==> config.mk <==
export PLATFORM = sky130hd
export DESIGN_NAME = fft_digit_reverse_reorder
export DESIGN_NICKNAME = d
export VERILOG_FILES = /design/src/rtl/fft_digit_reverse_reorder.sv
export SDC_FILE = /design/constraint.sdc
export NUM_CORES = 2
export LEC_CHECK = 0
export CORE_MARGIN = 1.5
export CORE_UTILIZATION = 45
export DETAILED_ROUTE_END_ITERATION = 7
export PLACE_DENSITY = 0.6
export SLEW_MARGIN = 5
export SYNTH_ARGS = -nofsm -noshare
export SYNTH_HDL_FRONTEND = slang
export SYNTH_SLANG_ARGS = --single-unit
==> constraint.sdc <==
create_clock -name clk -period 5.63 [get_ports clk]
set_input_delay 1.126 -clock clk [delete_from_list [all_inputs] [get_ports clk]]
set_output_delay 1.126 -clock clk [all_outputs]
set_load 0.01 [all_outputs]
==> src/rtl/fft_digit_reverse_reorder.sv <==
// Ping-pong reorder buffer for the radix-4 FFT output: writes each frame at base-4
// digit-reversed addresses into one bank while reading the other bank linearly.
module fft_digit_reverse_reorder #(
  parameter int WORDLENGTH_IO = 16,
  parameter int LOG4N         = 3
) (
  input  logic                         clk,
  input  logic                         rst,
  input  logic                         enable,
  input  logic [2*WORDLENGTH_IO-1:0]   data_in,
  output logic [2*WORDLENGTH_IO-1:0]   data_out,
  output logic                         out_valid,
  output logic                         out_sop
);
  localparam int AW = 2*LOG4N;
  localparam int N  = 1 << AW;
  localparam int DW = 2*WORDLENGTH_IO;

  logic [AW-1:0] wcnt_q, wcnt_d, wrev;
  logic          wbank_q, wbank_d;
  logic          primed_q, primed_d;
  logic [DW-1:0] dout_q, dout_d;
  logic          valid_q, valid_d;
  logic          sop_q, sop_d;
  logic          wrap;

  // Bank select is the address MSB: {bank, word}.
  logic [DW-1:0] mem_q [2*N];

  // Base-4 digit reversal: whole bit pairs swap, bits within a pair keep their order.
  for (genvar d = 0; d < LOG4N; d++) begin : g_rev
    assign wrev[2*d +: 2] = wcnt_q[2*(LOG4N-1-d) +: 2];
  end

  assign wrap = (wcnt_q == '1);

  always_comb begin
    wcnt_d   = wcnt_q;
    wbank_d  = wbank_q;
    primed_d = primed_q;
    dout_d   = dout_q;
    valid_d  = 1'b0;
    sop_d    = 1'b0;
    if (enable) begin
      wcnt_d  = wcnt_q + AW'(1);
      valid_d = primed_q;
      sop_d   = primed_q && (wcnt_q == '0);
      // Until a full frame exists the read bank holds garbage; keep data_out at zero.
      if (primed_q) dout_d = mem_q[{~wbank_q, wcnt_q}];
      if (wrap) begin
        wbank_d  = ~wbank_q;
        primed_d = 1'b1;
      end
    end
  end

  always_ff @(posedge clk or negedge rst) begin
    if (!rst) begin
      wcnt_q   <= '0;
      wbank_q  <= 1'b0;
      primed_q <= 1'b0;
      dout_q   <= '0;
      valid_q  <= 1'b0;
      sop_q    <= 1'b0;
    end else begin
      wcnt_q   <= wcnt_d;
      wbank_q  <= wbank_d;
      primed_q <= primed_d;
      dout_q   <= dout_d;
      valid_q  <= valid_d;
      sop_q    <= sop_d;
    end
  end

  always_ff @(posedge clk) begin
    if (enable) mem_q[{wbank_q, wrev}] <= data_in;
  end

  assign data_out  = dout_q;
  assign out_valid = valid_q;
  assign out_sop   = sop_q;
endmodule

* Word-level counts from Yosys, hierarchy flattened
Memories as Yosys holds them, arrays and structs flattened. A register that Yosys moved wholly into a read port is not among the register bits.
Cells that the tools add are included.
** Cells by class
- Add/sub/neg operators :: 1
- Equal/unequal tests :: 1
- Mux-type cells :: 4
- Bitwise logic cells :: 1
- Reduce and logical (&&, ||, !) cells :: 5
** Operator list (number)
- $add 6x1->6 const B :: 1
- $eq 6x6->1 const B :: 1
- $logic_not 6->1 :: 1
- $mux 1 :: 4
- $reduce_and 2->1 :: 2
- $logic_and 1x1->1 :: 1
- $logic_not 1->1 :: 1
- $not 1->1 :: 1
** Storage, ports and cells
- Flip-flop bits (word level) :: 10
- RAM bits :: 4096
- Bits of input ports :: 35
- Output and inout port bits :: 34
- Word-level logic and storage cells :: 18
- Memories kept :: 1
** Memories
- mem_q :: depth 128, bits a word 32, rd ports 1, clocked after memory_dff 1, wr ports 1, RTL line 28 : logic [DW-1:0] mem_q [2*N];

* Logic depth before layout (Yosys ltp)
- Depth after elaboration :: 3
- Depth in mapped cells :: 12
- Depth with buffers taken out :: 7

* Worst setup path after synthesis
No wires, ideal clock.
- Kind :: input -> register
- From :: input port enable
- To :: memory mem_q[80][0] (netlist name), enable pin
- Arrival time :: 4.215 ns
- Required time :: 5.169 ns
- Slack :: 0.954 ns
- Cell stages on the path :: 4
- Buffers on the path :: 2
- Cell sequence :: clkbuf_1 clkbuf_1 nand4_1 nor3_1
** Between the ends
- Longest elaborated chain between the ends :: 2
** RTL lines
- start: declaration :: RTL line 9 : input logic enable,
- $mux 1 :: RTL line 76 : if (enable) mem_q[{wbank_q, wrev}] <= data_in;
- $mux 1 (implied by the code) :: RTL line 76
- end: declaration :: RTL line 28
Every way passes these cells.

==> results summary <==
Along the worst path, the maximum fanout reaches 40. The number of register bits inferred by synthesis came out at 4138. CTS saw 4138 sinks. The share of async-settable or async-resettable flops after synthesis came out at 0.0101. The wire length of the first global-routing pass came out at 635 mm. The maximum count of clock buffers along a single path is 4. The die outline area came out at 356000 sq um. The completed layout was analyzed and its total power is 86.9 mW.

The flow ran to the end, and the final reports show no timing, DRC or antenna violations. Input and output buffers added on the ports amount to 68. The routed length per instance is 36.5 um. Once the clock tree was built, the setup fixing pass inserted 0 buffers.

Max-cap violations in this run came to 0. The fraction of post-synthesis cell area in the top cell type by area is 0.775. The most common library cell in the layout ignoring fill and taps is edfxtp_1. The count of final max-slew check failures came out at 0. The critical path is of the flip-flop to flip-flop type. The post-CTS clock slew at the launch and capture registers of the worst setup and hold paths came out at around 0.060 ns. For this run, the total global-route usage over all layers was measured as 0.257. For this block, the initial DRC count from the detailed router was 11330.

Fill cells in the final layout number 27236. The top cell type by total area after synthesis is edfxtp_1. The count of standard-cell rows is ~220. The insertion delay of the later-clocked pin in the worst-skew pair came out at 1.00 ns. The clock tree synthesis step divided the H-tree into 5 levels. The multiplexer area fraction after synthesis came out at 0.160. STA classifies the critical path endpoint as a flip-flop.

STA puts the critical path data required time at between 6 and 7 ns. The number of synthesized flops with an enable pin is slightly above 4000. The largest net degree at the start of global routing is 129.

Of the total synthesized cell area, the portion taken by full adders, half adders and majority gates is 0.000158. The final wirelength came out at 459 mm. Measured against its own limit, the worst slew margin works out to 0.0315. The post-synthesis share of cell area spent on and, or, nand and nor gates is 0.0145.

The critical path arrival came out at 5.53 ns. During synthesis, Yosys emitted a total of 0 warnings. The number of antenna violations at the first check in global routing is 30. Setup repair after global routing left no endpoint under its margin. The fraction of synthesized cell area in xor and xnor cells came out at 0.000331. The fraction of the yosys area taken by sequential cells came out at 0.782. In the routed design, unresolved DRC markers number 0. The number of top-level design ports came out at 69. The ratio of routed vias to standard cells is 6.31. The width of the chip came out at 597 um. After synthesis, the netlist uses 65 different library cells.

Of the available clock period, the critical path in the final layout requires 0.838. Compared with the post-synthesis result, the final layout area differs by 13.6%. The leakage power summed over all cells is 56.6 nW. The number of setup violations in the final report is 0. The HPWL after detailed placement came out at 273 mm. The total overflow left after global routing is 0.

The worst setup path is launched from a flip-flop. The number of nets at the end of the flow is approximately 7600. The number of hold buffers added after CTS was 0. The setup check on the worst reg-to-reg path leaves a slack of 0.91 ns. The final total negative setup slack came out at 0 ns. The vertical die dimension is around 600 um.

The clock tree from TritonCTS is done. Synthesis handed over a netlist of 7110 instances. The core outline area is 350000 sq um.

By area, the combinational part of the netlist is dominated by multiplexers. The compound-gate portion of the synthesized area came out at 0.0271. The class of the tightest hold or removal check is input pin to asynchronous set/reset pin. The synthesized net count came out at about 7000. The synthesized area per cell is 22.3 sq um. The clock period minus final worst setup slack came out at between 4 and 5 ns. The routability congestion estimate from global placement came out at 0.918.

Clock tree synthesis selected as its root buffer the cell clkbuf_16. The detailed-routing iteration count for the pre-antenna-repair pass is 7. The number of hold violations in the final report is 0.

The worst-case IR drop observed on VDD is 0.000338 V. The post-synthesis instance area came out at 159000 sq um. The total CTS buffers is 418. The number of gates given a new drive strength after cts came out at 0. Between clock sinks in the finished design, the worst skew comes to 0.0723 ns.

The number of nets with antenna violations after routing is 0. By area the synthesized netlist is led by edfxtp_1 78%, mux4_2 13%, mux2i_1 3.2%. Leaving out fill and tap cells, the most frequent cells in the layout are 4096 x edfxtp_1, 890 x mux4_2, 511 x mux2i_1, 422 x clkbuf_16, 383 x buf_4.

For the pin with the worst max-slew slack, the measured transition is about 1.4 ns. The share of cells above drive strength 1 came out at 0.262. The number of global-route vias before repair came out at roughly 78000. The number of vias in the routed layout is 79285. The power density over the cells came out at 482 nW/um^2. The maximum frequency from static timing analysis came out at around 210 MHz.

In the synthesized netlist the dominant register cell turns out to be edfxtp_1. The initial utilization of the core area, before any placement, comes to 0.453.
[metal layers]
metal  routed length [um]  track usage
met1               180000        0.361
met2               213000        0.395
met3                47400       0.0606
met4                18200       0.0876
met5                   68            0
[kinds of logic (layout without fill, tap and decap cells)]
kind of cell    Yosys count  after routing
compound gates          601            601
xor+xnor                  6              6
fa+ha+maj                 2              2
buf+inv                 410           1246
flops                  4138           4138
mux                    1414           1414
other cells               0             17
simple gates            539            539
[flip-flops by register name, summed over array words and instances, names as in the netlist]
signal,count
data_out,32
mem_q,4096
out_sop,1
out_valid,1
primed_q,1
wbank_q,1
wcnt_q,6
[power breakdown]
part	switching, mW	internal [mW]	total, mW	leakage (nW)
logic	15.5	9.46	25.0	12.8
registers	0.710	34.5	35.2	37.4
clock network	11.7	15.0	26.7	6.37
[worst paths after layout]
check	start	cells after the start	to
max in group asynchronous	rst	2	wcnt_q[1]
hold reg to reg	primed_q	1	primed_q
setup / recovery	wcnt_q[0]	8	data_out[15]
setup reg to reg	wcnt_q[0]	8	data_out[15]
min in group clk	data_in[29]	1	mem_q[69][29]
hold / removal	rst	2	data_out[28]
[Yosys cell counts, drive strengths merged (50+ instances only)]
cell,number
edfxtp,4096
mux4,890
mux2i,511
buf,300
nand2,200
nor2,197
a22oi,116
clkbuf,102
a21oi,97
o22ai,70
o221ai,51
o21ai,50
[worst max-delay path: stages, from the launching register on]
cell       delay, ns
dfrtp_4         1.21
buf_12          0.36
buf_4           0.40
mux4_2          0.54
mux2i_1         0.25
o22ai_1         0.21
a2111oi_1       1.12
buf_4           0.25
nor3_1          0.05
[per-stage QoR]
step	cell area (sq um)	std cells	hold slack (ns)	util	worst slack, ns
CTS	180000	12543	0.233	0.515	0.805
global placement	167000	11775	0.460	0.477	0.979
detailed placement	167000	11776	0.463	0.477	0.887
floorplan	159000	7110	0.440	-	0.954
finish	180000	12562	0.254	0.515	0.911
global route	180000	12546	0.278	0.515	1.05
[layout make-up]
class                   count  area (sq um)  area share
diodes                     17          42.5    0.000236
clock buffers             521         10900      0.0606
clock inverters           246          2110      0.0117
inverters                   8          47.5    0.000264
multi-input cells        2562         33000       0.183
flip-flops and latches   4138        124000       0.688
well taps                4599          5750      0.0319
repair buffers            471          4260      0.0236
Power figures use the tool's default switching activity.
